**src/rtl/eightbit_divider.sv**
```systemverilog
// -----------------------------------------------------------------------------
// eightbit_divider
//
// Multi-cycle unsigned 8-bit restoring divider. Each RUN cycle shifts the next
// dividend bit into the partial remainder and performs a 9-bit trial
// subtraction of the divisor. If the subtraction borrows, the shifted remainder
// is kept (restored); otherwise the difference is kept. A quotient bit of 1 is
// shifted in when there is no borrow. Eight iterations produce the 8-bit
// quotient and remainder.
//
// A zero divisor never enters RUN. The result (quotient=FF, remainder=dividend,
// div_by_zero=1) is written on the same edge that accepts the start.
//
// Ports
//   clk          rising-edge clock
//   reset        synchronous active-high reset (priority over everything)
//   start        request pulse, honoured only while idle
//   dividend     unsigned numerator, captured with an accepted start
//   divisor      unsigned denominator, captured with an accepted start
//   busy         high while iterating (RUN state)
//   done         one-cycle pulse: quotient/remainder/div_by_zero just updated
//   quotient     result quotient, held until the next completion
//   remainder    result remainder, held until the next completion
//   div_by_zero  status of the last completed operation
// -----------------------------------------------------------------------------
module eightbit_divider (
  input  logic       clk,
  input  logic       reset,
  input  logic       start,
  input  logic [7:0] dividend,
  input  logic [7:0] divisor,
  output logic       busy,
  output logic       done,
  output logic [7:0] quotient,
  output logic [7:0] remainder,
  output logic       div_by_zero
);

  typedef enum logic {
    IDLE = 1'b0,
    RUN  = 1'b1
  } state_t;

  state_t     state;
  state_t     state_next;

  logic [8:0] r;
  logic [7:0] q;
  logic [7:0] d;
  logic [2:0] cnt;

  logic       accept;
  logic       accept_zero;
  logic       accept_run;
  logic       last_iter;

  logic [8:0] shifted;
  logic [8:0] trial;
  logic [8:0] r_next;
  logic [7:0] q_next;

  // 9-bit trial subtraction. The partial remainder is always below the divisor,
  // so the shifted value is below 2*d and bit 8 of the difference is exactly
  // the borrow-out of the subtraction.
  function automatic logic [8:0] trial_sub(input logic [8:0] minuend,
                                           input logic [7:0] den);
    return minuend - {1'b0, den};
  endfunction

  // One restoring-division step on the current partial remainder and quotient.
  always_comb begin
    shifted = {r[7:0], q[7]};
    trial   = trial_sub(shifted, d);
    r_next  = shifted;
    q_next  = {q[6:0], 1'b0};
    if (!trial[8]) begin
      r_next = trial;
      q_next = {q[6:0], 1'b1};
    end
  end

  assign accept      = (state == IDLE) && start;
  assign accept_zero = accept && (divisor == 8'd0);
  assign accept_run  = accept && (divisor != 8'd0);
  assign last_iter   = (state == RUN) && (cnt == 3'd7);

  // State register
  always_ff @(posedge clk) begin
    if (reset) begin
      state <= IDLE;
    end else begin
      state <= state_next;
    end
  end

  // Next-state and state-decoded outputs
  always_comb begin
    state_next = state;
    busy       = 1'b0;
    case (state)
      IDLE: begin
        if (accept_run) begin
          state_next = RUN;
        end
      end
      RUN: begin
        busy = 1'b1;
        if (last_iter) begin
          state_next = IDLE;
        end
      end
      default: begin
        state_next = IDLE;
      end
    endcase
  end

  // Datapath and result registers
  always_ff @(posedge clk) begin
    if (reset) begin
      r           <= 9'd0;
      q           <= 8'd0;
      d           <= 8'd0;
      cnt         <= 3'd0;
      done        <= 1'b0;
      quotient    <= 8'd0;
      remainder   <= 8'd0;
      div_by_zero <= 1'b0;
    end else begin
      done <= 1'b0;
      if (accept_run) begin
        r   <= 9'd0;
        q   <= dividend;
        d   <= divisor;
        cnt <= 3'd0;
      end else if (accept_zero) begin
        quotient    <= 8'hFF;
        remainder   <= dividend;
        div_by_zero <= 1'b1;
        done        <= 1'b1;
      end else if (state == RUN) begin
        r   <= r_next;
        q   <= q_next;
        cnt <= cnt + 3'd1;
        if (last_iter) begin
          // Results come straight from the final step so they land on the
          // same edge that leaves RUN.
          quotient    <= q_next;
          remainder   <= r_next[7:0];
          div_by_zero <= 1'b0;
          done        <= 1'b1;
        end
      end
    end
  end

endmodule

```
**config.mk**
```make
export PLATFORM = sky130hd
export DESIGN_NAME = eightbit_divider
export DESIGN_NICKNAME = d
export VERILOG_FILES = /design/src/rtl/eightbit_divider.sv
export SDC_FILE = /design/constraint.sdc
export NUM_CORES = 1
export LEC_CHECK = 0
export CAP_MARGIN = 20
export CORE_UTILIZATION = 35
export CTS_CLUSTER_DIAMETER = 100
export DETAILED_ROUTE_END_ITERATION = 6
export HOLD_SLACK_MARGIN = 0.05
export SLEW_MARGIN = 20
export SYNTH_ARGS = -nofsm -noshare
export SYNTH_HDL_FRONTEND = slang
export SYNTH_SLANG_ARGS = --single-unit
```
**constraint.sdc**
```tcl
create_clock -name clk -period 3.4 [get_ports clk]
set_input_delay 0.51 -clock clk [delete_from_list [all_inputs] [get_ports clk]]
set_output_delay 0.51 -clock clk [all_outputs]
set_load 0.01 [all_outputs]
```
Word level (Yosys, flattened, before mapping) --
Index checks and enable logic that the tools add are counted.
Storage, ports and cells: register bits 46, input port bits 19
Operators by class: add/sub/neg operators 2, equality and inequality tests 2, multiplexer cells 21, bitwise gates (word level) 3, reduce and logical (&&, ||, !) cells 13
Operators by type and width (count):
- two-way mux 8 bit | 10
- two-way mux 1 bit | 10
- subtractor 9 x 8 -> 9 bit | 1
- logical NOT 8 bit | 1
- nonzero test 8 bit | 1
- nonzero test 2 bit | 3
- logical AND 1 bit | 4
- AND reduction 2 bit | 2
- adder 3 x 1 -> 3 bit, second input constant | 1
- equality test 3 bit, second input constant | 1
- inverter 1 bit | 3
- AND reduction 3 bit | 1
- inequality test 2 x 1 -> 1 bit, second input constant | 1
- one-hot mux 1 bit (2 select lines) | 1
- OR reduction 2 bit | 1

Logic depth before layout (Yosys ltp) --
depth after elaboration 5, mapped depth 11

Worst setup path before layout --
No wires, ideal clock.
path type register to register, from register q[7], to register remainder[4], arrival 2.218 ns, required time 3.263 ns, path slack 1.045 ns, cell stages (with the launch flop) 12, path buffers 1, period minus slack after synthesis 2.355 ns, path through dfxtp_1 inv_1 ha_1 fa_1 nor2b_4 o31a_4 o41ai_4 o21bai_4 xor2_4 buf_6 mux2i_1 a211oi_1
On the way: word-level cells in the longest chain between the ends 5
RTL lines:
- start: declaration | line 48 | logic [7:0] q;
- start signal: assignment | line 133 | q <= dividend;
- start signal: assignment | line 143 | q <= q_next;
- subtractor 9 x 8 -> 9 bit | line 67 | return minuend - {1'b0, den};
- two-way mux 8 bit | line 76 | if (!trial[8]) begin
- two-way mux 8 bit | line 145 | if (last_iter) begin
- two-way mux 8 bit | line 141 | end else if (state == RUN) begin
- two-way mux 8 bit | line 136 | end else if (accept_zero) begin
- end signal: assignment | line 138 | remainder <= dividend;
- end signal: assignment | line 149 | remainder <= r_next[7:0];
- end: declaration | line 35 | output logic [7:0] remainder,
Every way passes these cells. The select of a mux whose other input is x is not followed. A chain may end at the register's enable or synchronous reset.

Worst setup path in the final report --
from register q[7], to register remainder[2]
The elaborated chain is that of the path after synthesis.

==> results.py <==
metrics = {
    "run_status": {
        "status": "completed",
    },
    "clocking": {
        "cts-htree-levels": 2,
        "cts_sinks": 46,
        "clock-root-buffer": "clkbuf_8",
        "cts_buffers": 5,
        "cts_resized": 0,
        "cts_buffer_depth": 2,
        "clk_latency_ns": 0.30,
        "cts_hold_buf": 0,
        "path_clk_slew_ns": 0.09,
        "tritoncts": "done",
        "cts_setup_buffers": 0,
    },
    "job": {
        "drv_cap": 0,
    },
    "finish": {
        "drive_gt1_share_pct": 5.960,
        "synthToLayoutAreaGrowth_pct": 22.57,
        "mostFrequentLayoutCells": "nand2_1, dfxtp_1, clkdlybuf4s50_1, a21oi_1, nor2_1",
        "antenna_cells": 0,
        "nFillCells": 648,
        "nNetsFinal": 331,
        "final_cell_count_no_fill": 379,
    },
    "power_and_ir_drop": {
        "switching_share_pct": 31.18,
        "power_frac_comb_pct": 24.9,
        "power_frac_clock_pct": 27.4,
        "seq_power_share_pct": 47.6,
        "power_switching_w": 0.0003821,
        "irDropWorstVdd_v": 0.0001652,
        "power.internal_w": 0.0008433,
        "p_leak_nw": 1.034,
        "power_density_nw_per_um2": 438.8,
    },
    "yosys": {
        "synth_top_cell_by_area": "dfxtp_1",
        "ys_seq_area_share_pct": 40.42,
        "ys_seq_elements": 46,
        "synth_nets": 300,
        "yosysUniqueCellTypes": 41,
        "synth.area.top_cells": "dfxtp_1, nand2_1, ha_1, a21oi_1, a22oi_1",
        "synthCells": 270,
        "synth_top_area_share_pct": 40.42,
        "syn_avg_cell_area_um2": 8.439,
        "ys_warn_count": 0,
        "syn_area_um2": 2278,
    },
    "global_routing": {
        "first_global_vias": 1823,
        "grt-ovfl-total": 0,
        "antenna_found_initial": 0,
        "top_usage_layer": "met2",
        "grt_max_degree": 36,
        "grt_util_met1_pct": 23.33,
        "grtUsageMet3_pct": 3.297,
        "grt_pass1_wl_mm": 8.680,
        "grt_util_met2_pct": 26.64,
        "grt_usage_pct": 16.76,
    },
    "sta": {
        "hold_viol": 0,
        "fin_crit_ns": 2.784,
        "tightest_slew_ns": 0.7651,
        "setup_violations": 0,
        "tns_ns": 0,
        "rsz0062_at_grt": "no",
        "layout_worst_path_cycle_share_pct": 81.87,
        "drv_slew": 0,
        "max_freq_mhz": 359.2,
        "fin_hold_ws_ns": 0.4590,
        "slew_headroom_pct": 49.00,
        "skew_ns": 0.008725,
    },
    "worst_setup_path": {
        "reg2reg_slack_ns": 0.62,
        "slowest_stage": "xor2_4",
        "worstPathMaxFanout": 15,
        "path_class": "register to register",
        "cp_slowest_stage_delay_ns": 0.46,
        "r2r-start": "q[7]$_SDFFE_PP0P_",
        "cp-end-kind": "register",
        "crit_chain": "inv_1 -> ha_1 -> fa_1 -> nor2b_4 -> o31a_4 -> o41ai_4 -> o21bai_4 -> xor2_4 -> mux2i_1 -> a211oi_1",
        "crit_start": "q[7]$_SDFFE_PP0P_",
        "required_ns": 3.55,
        "crit_arrival_ns": 2.93,
        "timing.rr.end": "remainder[2]$_SDFFE_PP0P_",
        "critPathLaunchType": "register",
        "endpoint": "remainder[2]$_SDFFE_PP0P_",
        "r2r_cells": 10,
    },
    "floorplanning": {
        "start_util_pct": 36.09,
        "die_w_um": 82.69,
        "io_pins": 38,
        "coreArea_um2": 6314,
        "dieHeight_um": 82.69,
        "die_area_um2": 6837,
        "row_count": 29,
    },
    "min_path": {
        "hold_class": "register to register",
        "hold_start": "d[3]$_SDFFE_PP0P_",
    },
    "place": {
        "gp_congestion": 0.8016,
        "dp_hpwl_mm": 3.844,
        "dp.cells": 371,
        "place.port_buffers": 37,
    },
    "detailed_routing": {
        "dr_total_vias": 1981,
        "via_per_inst": 5.227,
        "dr.pass1.iters": 4,
        "drc": 0,
        "postRouteAntennaNets": 0,
        "wirelength_mm": 5.312,
        "wl_per_cell_um": 14.02,
        "drtIter0Drc": 97,
    },
}
## stage by stage
stage / power [W] / util, % / worst slack [ns] / instance area (um^2)
floorplan: 0.0008285 / - / 1.045 / 2278
global placement: 0.0008976 / 42.81 / 0.6394 / 2703
detailed placement: 0.0009007 / 42.81 / 0.6466 / 2703
CTS: 0.001239 / 44.23 / 0.6346 / 2793
global route: 0.001293 / 44.23 / 0.4562 / 2793
finish: 0.001225 / 44.23 / 0.6163 / 2793
## metal layers
metal	up-vias	wire length (um)	part of all wire, %
li1	1020	-	-
met1	917	2577	49
met2	39	2445	46
met3	5	261	4.9
met4	0	27	0.51
met5	-	0	0
## worst min-delay path by stage
stage / end / slack (ns) / cells past startpoint
final: d[3]$_SDFFE_PP0P_ / 0.46 / 2
after CTS: d[3]$_SDFFE_PP0P_ / 0.46 / 2
after global routing: d[3]$_SDFFE_PP0P_ / 0.47 / 2
after detailed placement: d[3]$_SDFFE_PP0P_ / 0.45 / 2
after global placement: d[3]$_SDFFE_PP0P_ / 0.45 / 2
after floorplan: d[3]$_SDFFE_PP0P_ / 0.44 / 2
## final cells by class
type	instances	area [um^2]	area share, %
multi-input cells	196	1244	44.53
well taps	77	96.34	3.450
flip-flops and latches	46	920.9	32.97
clock buffers	5	68.82	2.464
repair buffers	41	400.4	14.34
inverters	11	41.29	1.478
clock inverters	3	21.27	0.7616
## cell families (layout without fill, tap and decap cells)
| logic type | after synthesis | in the layout | share of synthesized area, % |
|---|---|---|---|
| compound gates | 80 | 80 | 23.50 |
| xor+xnor | 5 | 5 | 2.746 |
| fa+ha+maj | 11 | 11 | 6.370 |
| buf+inv | 28 | 60 | 4.997 |
| flops | 46 | 46 | 40.42 |
| mux | 7 | 7 | 3.075 |
| simple gates | 93 | 93 | 18.89 |
## cell usage after synthesis (all sizes together)
master,n
dfxtp,46
nand2,46
a21oi,24
nor2,20
clkbuf,14
o21ai,13
inv,11
a22oi,10
a31oi,10
ha,10
a211oi,7
mux2i,7
o22ai,5
nand4b,4
nor3,4
nor4,4
o21a,4
xnor2,4
buf,3
nand3,3
nor2b,3
and2,2
and3,2
nand2b,2
o31a,2
fa,1
nand3b,1
o2111ai,1
o21bai,1
o221ai,1
o311ai,1
o41ai,1
or2b,1
or3,1
xor2,1
## sequential cells by signal, indices dropped and copies added (netlist names)
register,cells
state,1
d,8
quotient,8
q,8
r,8
cnt,3
div_by_zero,1
done,1
remainder,8
## worst max-delay path, delay by kind of cell (launching register included)
kind	cells	cell delay [ns]
xor+xnor	1	0.46
buf+inv	1	0.06
fa+ha+maj	2	0.67
simple gates	1	0.15
flops	1	0.40
compound gates	4	0.52
mux	1	0.37
## power groups by stage
stage          Clock, W  Sequential [W]  Combinational (W)
2_1_floorplan         0        0.000585           0.000243
3_3_place_gp          0        0.000596           0.000302
3_5_place_dp          0        0.000596           0.000305
4_1_cts        0.000349        0.000584           0.000306
5_1_grt        0.000364        0.000588           0.000341
6_report       0.000336        0.000584           0.000306
Power figures use the tool's default switching activity.
==> patch 1: new RTL, config.mk and constraints unchanged <==
Reset style: asynchronous (`reset`), changed in 2 clocked blocks. Comments in the files are not updated.
--- a/src/rtl/eightbit_divider.sv
+++ b/src/rtl/eightbit_divider.sv
@@ -87,3 +87,3 @@
   // State register
-  always_ff @(posedge clk) begin
+  always_ff @(posedge clk or posedge reset) begin
     if (reset) begin
@@ -118,3 +118,3 @@
   // Datapath and result registers
-  always_ff @(posedge clk) begin
+  always_ff @(posedge clk or posedge reset) begin
     if (reset) begin
Behaviour: differs if reset is asserted again (counterexample within 4 cycles, from zero or initial values and one cycle with reset high); with reset held inactive, the same outputs for 10 cycles.
==> patch 1 against the original RTL <==
The flow now finishes with violations (DRC). Clock skew down 0.00065 ns. Wire length grew 4.9%. First-iteration DRC count grew 54%. Via count decreased by 3.7%. Hold slack better by 0.035 ns. Synthesized area increased by 3.1%. Worst setup slack better by 0.13 ns. Fmax rose by 4.9%. Design area is 5.1% higher. Utilization is 1.5 points higher. Sequential cell count unchanged.
Power is not compared: it rests on default switching activity, and its combinational part moved more than twofold at a synthesized area within 25%.
==> patch 1: results (changes against the original RTL) <==
run status=complete, but fails checks (was finished, final reports clean); violated checks=DRC; sequential fraction of the synthesis area=49.01% (was 40.42%); Layout clock area frac=4.861% (was 3.226%); mean post-synth cell area=9.785 µm² (was 8.439 µm²); first-pass GRT wire length=9.660 mm (was 8.680 mm); Clock buffer cells=6 (was 5); 1st-iter DRT viols=149 (was 97); Least-Margin Pin Slew=0.9416 ns (was 0.7651 ns); Layout Utilization=45.68% (was 44.23%); Via density=5.375 (was 5.227); Final Wtd Congestion=0.8266 (was 0.8016); Remaining DRCs=3 (was 0); Syn Nets=270 (was 300); Worst R2R Setup Slack=0.75 ns (was 0.62 ns); CP arrival=2.87 ns (was 2.93 ns); fill cell count=605 (was 648); Signal buffers=40 (was 41); fraction of area in registers=39.23% (was 32.97%); Hold Crit Endpoint=quotient[6] (was d[3]); hold_sp=quotient[6] (was d[3]); ys async rst share=100.0% (was 0%); crit path max-delay cell type=o311a_1 (was xor2_4); Most used DFF post-synth=dfrtp_1 (was dfxtp_1); final WL=5.572 mm (was 5.312 mm); worst hold path stage count=1 (was 2); crit path launch=q[7] (unchanged); Met2 Wirelength=2.463 mm (was 2.445 mm); Metal-1 WL=2.828 mm (was 2.577 mm); final std cells w/o fill=355 (was 379); Detailed Routing Iterations Pass 1=6 (was 4); max incr delay on CP=0.51 ns (was 0.46 ns); multi-input combinational cell area=1102 µm² (was 1244 µm²); global-route usage over all layers=17.25% (was 16.76%); dpl cell area=2791 µm² (was 2703 µm²); Signal inverters=13 (was 11); NumNets Final=307 (was 331)
patch 1: changes by cell type in the layout (fill, tap and decap cells not counted), moves of 6 or more:
cell      change
dfxtp_1      -46
o21ai_1       +7
a21oi_1      -20
a31oi_1       -8
o21ai_0       +7
a22oi_1       +7
o22a_1        +8
a211oi_1      -6
dfrtp_1      +46
nor2_1        -9
patch 1: critical path: cells and delay by family, from the launching register on:
family,cells,cell delay [ns]
multiplexers,1,0.41
AND/OR/NAND/NOR,1,0.11
flip-flops,1,0.38
AO/OA/AOI/OAI,4,0.96
adder cells (fa/ha/maj),2,0.59
buffers and inverters,2,0.12
patch 1: routing by layer:
metal,up-vias,track usage (%)
li1,939,-
met1,916,25.58
met5,-,0
met3,6,3.264
met4,0,5.172
met2,47,25.41
patch 1: kinds of logic after synthesis:
kind of cell	after synthesis	synth area share [%]
simple gates	69	13.16
compound gates	83	24.24
buf+inv	23	4.049
mux	6	2.611
flops	46	49.01
fa+ha+maj	11	6.180
xor+xnor	2	0.7460
==> patch 2: new RTL, same settings <==
Without the edit above. Register the output `quotient` once more, with the module's reset; this adds one clock of latency there. The other outputs are not delayed to match. Comments in the files are not updated.
--- a/src/rtl/eightbit_divider.sv
+++ b/src/rtl/eightbit_divider.sv
@@ -42,2 +42,4 @@
   } state_t;
+
+  logic [7:0] quotient_s0;
 
@@ -125,3 +127,3 @@
       done        <= 1'b0;
-      quotient    <= 8'd0;
+      quotient_s0 <= 8'd0;
       remainder   <= 8'd0;
@@ -136,3 +138,3 @@
       end else if (accept_zero) begin
-        quotient    <= 8'hFF;
+        quotient_s0 <= 8'hFF;
         remainder   <= dividend;
@@ -147,3 +149,3 @@
           // same edge that leaves RUN.
-          quotient    <= q_next;
+          quotient_s0 <= q_next;
           remainder   <= r_next[7:0];
@@ -156,2 +158,10 @@
 
+  always_ff @(posedge clk) begin
+    if (reset) begin
+      quotient <= '0;
+    end else begin
+      quotient <= quotient_s0;
+    end
+  end
+
 endmodule
Function: changed (Yosys sat finds a counterexample within 4 cycles, from zero or initial values and one cycle with reset high).
==> patch 2 against the original RTL <==
Design area is 12% higher. Sequential cell count is 8 higher. Wire length increased by 15%. Worst setup slack gained 0.013 ns. Count of clock-buffer cells in the layout stayed put. Synthesized area up 12%. Power increased by 11%. Utilization grew 0.91 points. Largest power group unchanged.
==> patch 2: results (changes against the original RTL) <==
pre-CTS setup slack=0.4655 ns (was 0.6466 ns); pin count of the biggest net entering global routing=38 (was 36); Compound-Gate Fraction of Synth Area=22.87% (was 23.50%); run status=finished, final reports clean (unchanged); Reg clk slew, reported paths=0.11 ns (was 0.09 ns); Signal buffers=44 (was 41); max incr delay on CP=0.41 ns (was 0.46 ns); FP Rows=30 (was 29); share of cells above drive strength 1=6.627% (was 5.960%); final WL=6.096 mm (was 5.312 mm); 1st-iter DRT viols=91 (was 97); dpl cell area=3025 µm² (was 2703 µm²); P_leak=1.078 nW (was 1.034 nW); Peak supply drop=0.2071 mV (was 0.1652 mV); mean post-synth cell area=8.545 µm² (was 8.439 µm²); final std cells w/o fill=428 (was 379); CP Max Fanout=10 (was 15); Clk Latency, worst-skew pair=0.32 ns (was 0.30 ns); Clock Skew=0.01558 ns (was 0.008725 ns); CP arrival=2.98 ns (was 2.93 ns); multi-input gates=215 (was 196); Syn Nets=329 (was 300); DPL Wire Length=4.390 mm (was 3.844 mm); Clock Sinks=54 (was 46); fraction of area in registers=34.67% (was 32.97%); crit-path leading delay family=compound AO/OA/AOI/OAI gates (was adder cells); top cells by count, synth=54 x dfxtp_1, 35 x nand2_1, 26 x a21oi_1, 23 x nor2_1, 16 x o21ai_0 (was 46 x dfxtp_1, 46 x nand2_1, 24 x a21oi_1, 19 x nor2_1, 14 x clkbuf_1); mux contribution to synthesized area=1.959% (was 3.075%); Design Area, Final=3118 µm² (was 2793 µm²); Final Wtd Congestion=0.8195 (was 0.8016); multi-input combinational cell area=1360 µm² (was 1244 µm²); crit path max-delay cell type=dfxtp_1 (was xor2_4); first-pass GRT wire length=9.998 mm (was 8.680 mm); vias in the first global route=2,078 (was 1,823); Slew headroom=31.30% (was 49.00%); placed insts=420 (was 371); Synth Area in XOR/XNOR=2.449% (was 2.746%); fill cell count=718 (was 648); sequential fraction of the synthesis area=42.31% (was 40.42%); vias post-DR=2,193 (was 1,981)
[patch 2: cell types whose count changed in the layout (fill, tap and decap cells not counted), sizes merged, moves of 4 or more]
cell and change:
o22ai -4, dfxtp +8, a211oi -4, nand2 -11, o21ai +5, nor3 +7, nor2 +5, nor2b +8
[patch 2: where the power goes]
group | leakage (nW) | internal (mW) | switching (mW)
logic | 0.598 | 0.128 | 0.183
clock network | 0.0408 | 0.148 | 0.230
registers | 0.439 | 0.654 | 0.0198
total | 1.08 | 0.930 | 0.433
[patch 2: final timing paths]
check / start / end / slack, ns / cells after the start
worst max-delay path: q[7] / remainder[6] / 0.63 / 10
worst min-delay path: quotient_s0[3] / quotient[3] / 0.45 / 1
worst max register to register: q[7] / remainder[6] / 0.63 / 10
worst min register to register: quotient_s0[3] / quotient[3] / 0.45 / 1
[patch 2: per-layer routing]
metal	routed length [µm]	vias up	global-route usage, %
li1	-	1137	-
met1	3092	1011	23.14
met2	2758	39	27.77
met3	171	6	3.223
met4	74	0	5.365
met5	0	-	0
